File: config.mk
export PLATFORM = sky130hd
export DESIGN_NAME = instr_fetch_queue
export DESIGN_NICKNAME = d
export VERILOG_FILES = /design/src/rtl/instr_fetch_queue.sv
export SDC_FILE = /design/constraint.sdc
export NUM_CORES = 1
export LEC_CHECK = 0
export ABC_AREA = 1
export BUFFER_PORTS_ARGS = -buffer_cell sky130_fd_sc_hd__buf_4
export CELL_PAD_IN_SITES_DETAIL_PLACEMENT = 1
export CELL_PAD_IN_SITES_GLOBAL_PLACEMENT = 1
export CORE_ASPECT_RATIO = 0.6
export CORE_MARGIN = 2
export CORE_UTILIZATION = 41
export CTS_CLUSTER_DIAMETER = 50
export DETAILED_ROUTE_END_ITERATION = 12
export GPL_ROUTABILITY_DRIVEN = 0
export GPL_TIMING_DRIVEN = 1
export PLACE_DENSITY_LB_ADDON = 0.1
export REMOVE_ABC_BUFFERS = 1
export SLEW_MARGIN = 20
export SYNTH_ARGS = -nofsm -noshare
export SYNTH_HDL_FRONTEND = slang
export SYNTH_SLANG_ARGS = --single-unit
File: constraint.sdc
create_clock -name clk -period 5.7 [get_ports clk]
set_input_delay 0.57 -clock clk [delete_from_list [all_inputs] [get_ports clk]]
set_output_delay 0.57 -clock clk [all_outputs]
set_load 0.005 [all_outputs]
File: src/rtl/instr_fetch_queue.sv
// Instruction prefetch buffer feeding IF/ID: sequential fetch over req/ack, small FIFO, branch redirect flush.
// Optional combinational ack-to-output bypass when the FIFO is empty: define FETCH_QUEUE_BYPASS_EN.
module instr_fetch_queue #(
  parameter int          DEPTH    = 4,
  parameter logic [63:0] RESET_PC = 64'd0
) (
  input  logic                    clk,
  input  logic                    reset,
  output logic                    imem_req,
  output logic [63:0]             imem_addr,
  input  logic                    imem_ack,
  input  logic [31:0]             imem_data,
  input  logic                    redirect,
  input  logic [63:0]             redirect_pc,
  output logic                    out_valid,
  input  logic                    out_ready,
  output logic [63:0]             out_pc,
  output logic [31:0]             out_ins,
  output logic [$clog2(DEPTH):0]  out_count
);

  localparam int PW = $clog2(DEPTH);
  localparam int CW = PW + 1;
  localparam logic [CW-1:0] FULL = CW'(DEPTH);

  typedef enum logic [1:0] {IDLE, REQ, DROP} state_t;

  state_t        state;
  logic          req_q;
  logic [63:0]   fetch_pc;
  logic [63:0]   drop_addr;
  logic [63:0]   pc_mem  [DEPTH];
  logic [31:0]   ins_mem [DEPTH];
  logic [PW-1:0] rd_ptr;
  logic [PW-1:0] wr_ptr;
  logic [CW-1:0] count;
  logic [CW-1:0] count_next;
  logic          ack_ok;
  logic          bypass_take;
  logic          push;
  logic          pop;
  logic          fifo_valid;
  logic          room_next;

  // An ack only delivers a word when it answers a live (non-stale) request and no redirect kills it.
  always_comb begin
    ack_ok      = (state == REQ) && imem_ack && !redirect;
    fifo_valid  = (count != '0);
`ifdef FETCH_QUEUE_BYPASS_EN
    bypass_take = ack_ok && !fifo_valid && out_ready;
`else
    bypass_take = 1'b0;
`endif
    push        = ack_ok && !bypass_take;
    pop         = fifo_valid && out_ready && !redirect;
    count_next  = count + {{(CW-1){1'b0}}, push} - {{(CW-1){1'b0}}, pop};
    if (redirect) begin
      count_next = '0;
    end
    room_next   = (count_next < FULL);
  end

  always_comb begin
    imem_req  = req_q;
    imem_addr = (state == DROP) ? drop_addr : fetch_pc;
    out_count = count;
    out_valid = fifo_valid;
    out_pc    = fifo_valid ? pc_mem[rd_ptr]  : 64'd0;
    out_ins   = fifo_valid ? ins_mem[rd_ptr] : 32'd0;
`ifdef FETCH_QUEUE_BYPASS_EN
    if (!fifo_valid && ack_ok) begin
      out_valid = 1'b1;
      out_pc    = imem_addr;
      out_ins   = imem_data;
    end
`endif
  end

  // A redirect while a request is outstanding must wait out that ack in DROP, holding the stale address.
  always_ff @(posedge clk) begin
    if (reset) begin
      state     <= IDLE;
      req_q     <= 1'b0;
      fetch_pc  <= RESET_PC;
      drop_addr <= RESET_PC;
    end else if (redirect) begin
      fetch_pc <= redirect_pc;
      req_q    <= 1'b1;
      case (state)
        REQ: begin
          if (imem_ack) begin
            state <= REQ;
          end else begin
            state     <= DROP;
            drop_addr <= fetch_pc;
          end
        end
        DROP:    state <= imem_ack ? REQ : DROP;
        default: state <= REQ;
      endcase
    end else begin
      case (state)
        IDLE: begin
          if (room_next) begin
            state <= REQ;
            req_q <= 1'b1;
          end
        end
        REQ: begin
          if (imem_ack) begin
            fetch_pc <= fetch_pc + 64'd4;
            if (!room_next) begin
              state <= IDLE;
              req_q <= 1'b0;
            end
          end
        end
        DROP: begin
          if (imem_ack) begin
            state <= REQ;
          end
        end
        default: begin
          state <= IDLE;
          req_q <= 1'b0;
        end
      endcase
    end
  end

  always_ff @(posedge clk) begin
    if (reset || redirect) begin
      rd_ptr <= '0;
      wr_ptr <= '0;
      count  <= '0;
    end else begin
      if (push) begin
        wr_ptr <= wr_ptr + 1'b1;
      end
      if (pop) begin
        rd_ptr <= rd_ptr + 1'b1;
      end
      count <= count_next;
    end
  end

  always_ff @(posedge clk) begin
    if (push) begin
      pc_mem[wr_ptr]  <= imem_addr;
      ins_mem[wr_ptr] <= imem_data;
    end
  end

endmodule

Word-level counts from Yosys, hierarchy flattened --
Memory sizes are Yosys's and may differ from the RTL's. A register that Yosys moved wholly into a read port is not among the register bits. Index checks and enable logic that the tools add are counted.
Operators by class: multiplexer cells 26, reductions and logical operators 15, bitwise gates (word level) 1, order comparisons 1, eq/ne operators 7, add/subtract/negate cells 5
Operator list (number):
- 64-bit 2-to-1 mux | 5
- 64-bit by 3-bit adder with 64-bit output, second input constant | 1
- 32-bit 2-to-1 mux | 1
- 2-bit 2-to-1 mux | 11
- 3-bit inequality test, second input constant | 4
- 4-bit AND reduction | 2
- 1-bit 2-to-1 mux | 6
- 2-bit one-hot mux with 3 select lines | 1
- 2-bit by 1-bit adder with 2-bit output, second input constant | 2
- 1-bit logical AND | 4
- 2-bit nonzero test | 2
- 3-bit by 1-bit adder with 3-bit output | 1
- 3-bit less-than comparator, second input constant | 1
- 3-bit 2-to-1 mux | 1
- 1-bit one-hot mux with 3 select lines | 1
- 3-bit AND reduction | 1
- 3-bit nonzero test | 1
- 3-bit by 1-bit subtractor with 3-bit output | 1
- 2-bit by 1-bit == test with 1-bit output, second input constant | 1
- 2-bit == test, second input constant | 1
- 2-bit zero test | 1
- 2-bit inequality test, second input constant | 1
- 2-bit AND reduction | 1
- 2-bit OR reduction | 1
- 3 further kinds | 3
Storage, ports and cells: register bits 138, memories 2, memory bits (writable) 384, input bits 101, output and inout bits 165, word-level logic and storage cells 64
Memory list:
- pc_mem | depth 4, bits a word 64, read ports 1, clocked after memory_dff 1, wr ports 1, RTL line 32 | logic [63:0] pc_mem [DEPTH];
- ins_mem | depth 4, bits a word 32, read ports 1, clocked after memory_dff 1, wr ports 1, RTL line 33 | logic [31:0] ins_mem [DEPTH];

Longest topological paths before layout --
Gate-level depths: netlist of the first run.
word-level depth 11, mapped depth 18, depth with buffers taken out 18

Worst setup path before layout of the first run --
OpenSTA, ideal clock, no wires.
path kind register to register, from register state[1], to memory ins_mem[0][0] (enable), required time 5149 ps, data arrival time 5173 ps, period minus slack after synthesis 5725 ps, stages on the path, launching flop included 8, buffers on the path 1, setup time 551 ps, path slack -25 ps, cells stage by stage dfxtp_1 -> inv_1 -> ha_1 -> nand2_2 -> nor2_4 -> inv_1 -> buf_2 -> nor2_1
Between the ends: cells in the longest elaborated chain, start to end 5
Ends and longest elaborated chain:
- start, declared | RTL line 28 | state_t state;
- start signal, assigned | RTL line 98 | DROP: state <= imem_ack ? REQ : DROP;
- 2-bit by 1-bit == test with 1-bit output | RTL line 47 | ack_ok = (state == REQ) && imem_ack && !redirect;
- 1-bit logical AND (2 in a row) | RTL line 47
- 1-bit 2-to-1 mux | RTL line 148 | if (push) begin
- 1-bit 2-to-1 mux (implied by the code) | RTL line 150 | ins_mem[wr_ptr] <= imem_data;
- end, declared | RTL line 33
No other way between the ends.

Worst setup path after layout of the first run --
from register state[1], to register req_q (netlist: imem_req)
Between the ends: cells in the longest elaborated chain, start to end 9, elaborated cells on any way between the ends 16, classes of those cells add/sub (2); order compare (1); eq/ne (6); mux (3); reduce/logical (4)
Ends and longest elaborated chain:
- 2-bit by 1-bit == test with 1-bit output | RTL line 47, 102
- 1-bit logical AND (2 in a row) | RTL line 47
- 3-bit by 1-bit adder with 3-bit output | RTL line 56 | count_next = count + {{(CW-1){1'b0}}, push} - {{(CW-1){1'b0}}, pop};
- 3-bit by 1-bit subtractor with 3-bit output | RTL line 56
- 3-bit 2-to-1 mux | RTL line 57 | if (redirect) begin
- 3-bit less-than comparator | RTL line 60 | room_next = (count_next < FULL);
- 3-bit inequality test (no source line)
- 4-bit AND reduction (no source line)
- end signal, assigned | RTL line 83 | req_q <= 1'b0;
- end signal, assigned | RTL line 88 | req_q <= 1'b1;
- end signal, assigned | RTL line 106 | req_q <= 1'b1;
- end, declared | RTL line 29 | logic req_q;
Parallel ways exist; a longest one is shown, timed or not. A chain may end at the register's enable or synchronous reset.

==> results.sh, run 1 <==
export IMPL_relSlewSlack_pct=20.8
export IMPL_min_path_type="primary input to flop"
export IMPL_critPathCaptureType="flop"
export IMPL_cp_top_family="simple AND/OR/NAND/NOR gates"
export IMPL_drtPass1Iterations=5
export IMPL_synth_seq_cells=524
export IMPL_worstSetupStartpointType="flop"
export IMPL_r2r_start="state[1]"
export IMPL_cts_setup_buffers=0
export IMPL_cts_tree="built"
export IMPL_die_x_um=311
export IMPL_dp_cells=3419
export IMPL_insertion_delay_ps=590
export IMPL_whs_endpoint="ins_mem[0][22]"
export IMPL_wire_per_inst_um=21.3
export IMPL_hold_viol_final=0
export IMPL_floorplan_initialDensity_pct=41.5
export IMPL_hpwl_um=48300
export IMPL_cts_repair_resized=0
export IMPL_cellLeakagePower_nw=9.98
export IMPL_grt_overflow=0
export IMPL_slew_viol_final=0
export IMPL_die_area_um2=58400
export IMPL_avgSynthCellArea_um2=9.20
export IMPL_yosys_warnings=0
export IMPL_drive_gt1_share_pct=15.0
export IMPL_postCtsHoldBufs=0
export IMPL_grt_max_degree=121
export IMPL_core_area_um2=55700
export IMPL_rows=67
export IMPL_cts_path_max_buffers=3
export IMPL_design_area_um2=27600
export IMPL_routed_via_density=5.38
export IMPL_postRouteAntennaNets=0
export IMPL_grt_pass1_wl_um=115000
export IMPL_setup_viol=0
export IMPL_arrival_ps=4600
export IMPL_ios=266
export IMPL_rrSetupSlack_ps=1590
export IMPL_seq_area_um2=14300
export IMPL_min_from="imem_data[22]"
export IMPL_drtIter0Drc=1130
export IMPL_clk_pin_slew_ps=60
export IMPL_ys_async_sr_fraction_pct=0
export IMPL_holdWs_ps=185
export IMPL_cts_sinks=524
export IMPL_status="complete, no violations"
export IMPL_total_power_mw=8.41
export IMPL_areaGrowthSynthToFinish_pct=19.4
export IMPL_worstRegToRegCells=17
export IMPL_whs_path_depth=1
export IMPL_crit_top_cell="nand2_1"
export IMPL_worstMarginPinSlew_ps=1190
export IMPL_skew_ps=20.0
export IMPL_crit_required_ps=6190
export IMPL_fmax_ghz=0.243
export IMPL_die_h_um=188
export IMPL_cts_buffers=53
export IMPL_period_needed_ps=4110
export IMPL_fin_tns_setup_ps=0
export IMPL_post_dp_cell_area_um2=25800
export IMPL_cts_root_buf="clkbuf_16"
export IMPL_synth_distinct_cells=35
export IMPL_r2r_end="imem_req"
export IMPL_rsz0062_at_grt="false"
export IMPL_timing_final_crit_share_pct=72.1
export IMPL_startpoint="state[1]"
export IMPL_htreeDepth=2
export IMPL_antenna_found_initial=2
export IMPL_syn_inst=2513
export IMPL_maxCapViolCount=0
export IMPL_routed_wl_um=74900
export IMPL_critPathSlowestCell="nor2_4"
export IMPL_crit_chain="inv_1 > ha_1 > nand2_2 > nor2_4 > inv_1 > ha_1 > inv_1 > ha_1 > fa_1 > xnor2_1 > nor2_1 > nand2_1 > nand2_1 > nor2_1 > nand2_1 > nand2_1 > nor2_1"
export IMPL_syn_area_um2=23100
export IMPL_drc=0
export IMPL_multiInputGateArea_um2=7510
export IMPL_crit_type="flop to flop"
export IMPL_fillers=6350
export IMPL_p_per_area_nw_per_um2=305
export IMPL_via_count=18926
export IMPL_ir_drop_mv=0.192
export IMPL_worstPathBufferInverterCount=3
export IMPL_synth_edf_count=384
export IMPL_synth_flop_cell="edfxtp_1"
export IMPL_nNetsFinal=2827
export IMPL_numPortBuffers=265
export IMPL_critPathMaxStageDelay_ps=820
export IMPL_ys_seq_area_share_pct=62.0
export IMPL_grt_pass1_vias=19243
export IMPL_final_cells=3519
export IMPL_grt_usage_pct=25.3
export IMPL_cp_max_fo=34
-- kinds of logic after synthesis --
logic type | after synthesis | share of synthesized area, %
buffers and inverters | 350 | 5.76
and+or+nand+nor | 978 | 17.0
xor gates and xnor gates | 4 | 0.152
adders and majority gates | 11 | 0.628
DFF | 524 | 62.0
AOI/OAI and AO/OA | 646 | 14.5
-- final cells by class --
class / count / area share, %
multi-input cells: 1639 / 27.2
inverters: 208 / 2.85
diodes: 1 / 0.00906
clock buffers: 72 / 5.34
flip-flops and latches: 524 / 51.9
repair buffers: 289 / 8.19
clock inverters: 27 / 1.06
well taps: 759 / 3.44
-- stage by stage --
stage                     util, %  setup slack (ps)
after floorplan                 -             -1020
after global placement       46.4              1810
after detailed placement     46.4              1720
after CTS                    49.5              1690
after global routing         49.5              1340
final                        49.5              1590
-- synthesized netlist by cell type, types with 2 or more instances --
| cell | count | area share (%) |
|---|---|---|
| a21oi_1 | 216 | 4.7 |
| nand2_4 | 2 | 0.097 |
| inv_2 | 4 | 0.065 |
| a32oi_1 | 5 | 0.19 |
| nand2_1 | 345 | 5.6 |
| ha_1 | 10 | 0.54 |
| a31oi_1 | 17 | 0.46 |
| clkinv_1 | 2 | 0.032 |
| xor2_1 | 3 | 0.11 |
| o211ai_1 | 23 | 0.75 |
| nand3_1 | 61 | 1.3 |
| nor2_4 | 7 | 0.34 |
| edfxtp_1 | 384 | 50 |
| nand2_2 | 8 | 0.22 |
| buf_2 | 11 | 0.24 |
| buf_1 | 17 | 0.28 |
| inv_1 | 202 | 3.3 |
| nor3_1 | 4 | 0.087 |
| o21ai_0 | 380 | 8.2 |
| nand4_1 | 17 | 0.46 |
| nor4_1 | 3 | 0.081 |
| clkbuf_1 | 113 | 1.8 |
| dfxtp_1 | 140 | 12 |
| nor2_1 | 522 | 8.5 |
| a21oi_2 | 2 | 0.076 |
| nor2_2 | 6 | 0.16 |
-- layout by cell type, fill, tap and decap left out, types with 4 or more instances in the layout --
cell type  count
edfxtp_1     384
bufinv_16      5
clkbuf_8       4
clkbuf_1      10
nor2_1       517
ha_1           9
nor3_1         4
clkbuf_4       4
nand2_2        8
o211ai_1      23
o21ai_0      380
nand4_1       17
buf_12         7
nand2_1      345
a21oi_1      216
a32oi_1        5
buf_4        281
clkbuf_16     54
nand3_1       60
nor2_4        12
nor2_2         6
clkinv_1       7
a31oi_1       17
dfxtp_1      138
clkinv_2       9
inv_1        202
-- flip-flops by register name, indices dropped and copies added (netlist names), named ones only --
| signal | count |
|---|---|
| pc_mem | 256 |
| imem_req | 1 |
| ins_mem | 128 |
| state | 2 |
| rd_ptr | 2 |
| drop_addr | 64 |
| out_count | 3 |
| wr_ptr | 2 |
| fetch_pc | 64 |
-- worst reg2reg max path: stages, from the launching register on --
cell     delay (ps)
dfxtp_1         330
inv_1            90
ha_1            290
nand2_2         560
nor2_4          830
inv_1           160
ha_1            320
inv_1            40
ha_1            180
fa_1            380
xnor2_1         250
nor2_1           70
nand2_1         120
nand2_1          60
nor2_1          150
nand2_1          80
nand2_1          70
nor2_1           40
-- per-layer routing --
layer  up-vias  wire, um  track usage, %
li1       8899         -               -
met1      9483     35300            36.6
met2       458     34600            40.5
met3        86      3880            3.73
met4         0      1160            5.25
met5         -         0               0
-- power by group --
group          internal (mW)  switching (mW)
combinational          0.205           0.366
clock                   2.05            1.52
sequential              4.19          0.0758
total                   6.44            1.97
-- worst max-delay path by stage --
stage                  endpoint  slack, ps  depth (start not counted)
floorplan           out_ins[30]      -1020                          3
global placement       imem_req       1810                         16
detailed placement     imem_req       1720                         17
CTS                    imem_req       1690                         17
global route           imem_req       1340                         17
finish                 imem_req       1590                         17
Note: power is estimated with default switching activity, not from simulation.
==> run 2: changes to the inputs <==
==> constraint.sdc (replaced) <==
create_clock -name clk -period 3.75 [get_ports clk]
set_input_delay 0.375 -clock clk [delete_from_list [all_inputs] [get_ports clk]]
set_output_delay 0.375 -clock clk [all_outputs]
set_load 0.005 [all_outputs]
==> run 2 against run 1 <==
  * Sequential share of layout area decreased by 1.1 points
  * Routed wire length is 1.8% higher
  * Clock-buffer cell count down 8
  * Highest routed layer unchanged
==> results.sh, run 2 (synthesis results as in run 1) <==
export IMPL_m1WireLength_um=36500
export IMPL_cts_repair_resized=0
export IMPL_hpwl_um=50200
export IMPL_worstSetupStartpointType="flop"
export IMPL_timing_final_crit_share_pct=91.1
export IMPL_crit_type="flop to output port"
export IMPL_postCtsHoldBufs=34
export IMPL_grt_pass1_vias=19657
export IMPL_drtPass1Iterations=5
export IMPL_areaGrowthSynthToFinish_pct=22.0
export IMPL_holdWs_ps=45.7
export IMPL_fin_tns_setup_ps=0
export IMPL_min_path_type="primary input to flop"
export IMPL_final_util_pct=50.6
export IMPL_regMostFlops="pc_mem"
export IMPL_cts_setup_buffers=0
export IMPL_ios=266
export IMPL_grt_max_degree=105
export IMPL_reg_top3="pc_mem x256, ins_mem x128"
export IMPL_top_layer="met4"
export IMPL_grt_pass1_wl_um=117000
export IMPL_grt_usage_pct=25.8
export IMPL_worstMarginPinSlew_ps=1050
export IMPL_drive_gt1_share_pct=15.2
export IMPL_routed_via_density=5.31
export IMPL_setup_viol=0
export IMPL_postRouteAntennaNets=0
export IMPL_maxCapViolCount=0
export IMPL_core_area_um2=55700
export IMPL_wire_per_inst_um=21.4
export IMPL_routed_wl_um=76200
export IMPL_crit_top_cell="inv_1"
export IMPL_relSlewSlack_pct=29.5
export IMPL_largest_register_ffs=256
export IMPL_cts_root_buf="clkbuf_16"
export IMPL_cts_buffers=52
export IMPL_drc=0
export IMPL_ir_drop_mv=0.340
export IMPL_via_count=18935
export IMPL_crit_required_ps=3380
export IMPL_final_common_cell="nor2_1"
export IMPL_final_cell_mix="nor2_1 (517), edfxtp_1 (384), o21ai_0 (379)"
export IMPL_crit_chain="inv_1 > ha_2 > inv_1 > o21ai_0 > buf_4"
export IMPL_period_needed_ps=3420
export IMPL_htreeDepth=2
export IMPL_floorplan_initialDensity_pct=41.5
export IMPL_skew_ps=18.6
export IMPL_rsz0062_at_grt="false"
export IMPL_clk_pin_slew_ps=60
export IMPL_cellLeakagePower_nw=10.2
export IMPL_p_per_area_nw_per_um2=457
export IMPL_antenna_found_initial=3
export IMPL_numPortBuffers=265
export IMPL_rows=67
export IMPL_hold_viol_final=0
export IMPL_drtIter0Drc=1335
export IMPL_nNetsFinal=2877
export IMPL_grt_overflow=0
export IMPL_cp_max_fo=25
export IMPL_cts_tree="built"
export IMPL_critPathSlowestCell="o21ai_0"
export IMPL_die_x_um=311
export IMPL_met3_length_um=3860
export IMPL_slew_viol_final=0
export IMPL_die_area_um2=58400
export IMPL_insertion_delay_ps=610
export IMPL_cts_sinks=524
export IMPL_fmax_ghz=0.293
export IMPL_die_h_um=188
export IMPL_status="complete, no violations"
export IMPL_critPathCaptureType="output port"
export IMPL_critPathMaxStageDelay_ps=670
export IMPL_routed_wl_met2_um=34700
export IMPL_cts_path_max_buffers=3
export IMPL_fillers=6382
export IMPL_arrival_ps=3040
-- run 2: changes by cell type in the layout (fill, tap and decap cells not counted), sizes merged --
cell / change
dlygate4sd3: +34
buf: +17
clkbuf: -8
inv: +4
bufinv: +2
clkinv: -1
diode: +1
-- run 2: critical path: cells and delay by family, from the launching register on --
kind / cells / cell delay (ps)
AOI/OAI and AO/OA: 1 / 670
adders and majority gates: 1 / 530
buffers and inverters: 3 / 890
DFF: 1 / 330
-- run 2: layer usage --
metal	GRT usage (%)	vias to the layer above
met2	41.0	413
met3	4.60	98
met1	37.2	9424
li1	-	9000
met5	0	-
met4	4.91	0
-- run 2: final timing paths --
check	end	cells after the start	start	slack, ps
max	imem_addr[30]	5	state[0]	330
min reg2reg	drop_addr[45]	2	drop_addr[45]	450
min	fetch_pc[16]	3	redirect_pc[16]	50
max reg2reg	imem_req	17	state[1]	870
-- run 2: area by class of cell --
class	instances	area, um^2	share of cell area (%)
antenna	2	5.00	0.0178
clock buffer	64	1410	4.99
clock inverter	32	362	1.28
inverter	208	786	2.79
multi-input combinational	1639	7510	26.6
sequential	524	14300	50.9
tap	759	950	3.37
timing repair buffer	340	2840	10.1
-- run 2: stage by stage --
stage / power [mW] / setup slack [ps] / instance area (um^2) / cells
after floorplan: 6.98 / -2780 / 22600 / 2371
after global placement: 7.45 / 1000 / 26100 / 3436
after detailed placement: 7.49 / 865 / 26100 / 3436
after CTS: 13.0 / 329 / 28200 / 3566
after global routing: 13.3 / 121 / 28200 / 3568
final: 12.9 / 332 / 28200 / 3568
-- run 2: power breakdown --
part / switching, mW / total, mW / internal [mW]
clock: 2.32 / 5.48 / 3.16
combinational: 0.569 / 0.917 / 0.348
sequential: 0.116 / 6.48 / 6.37
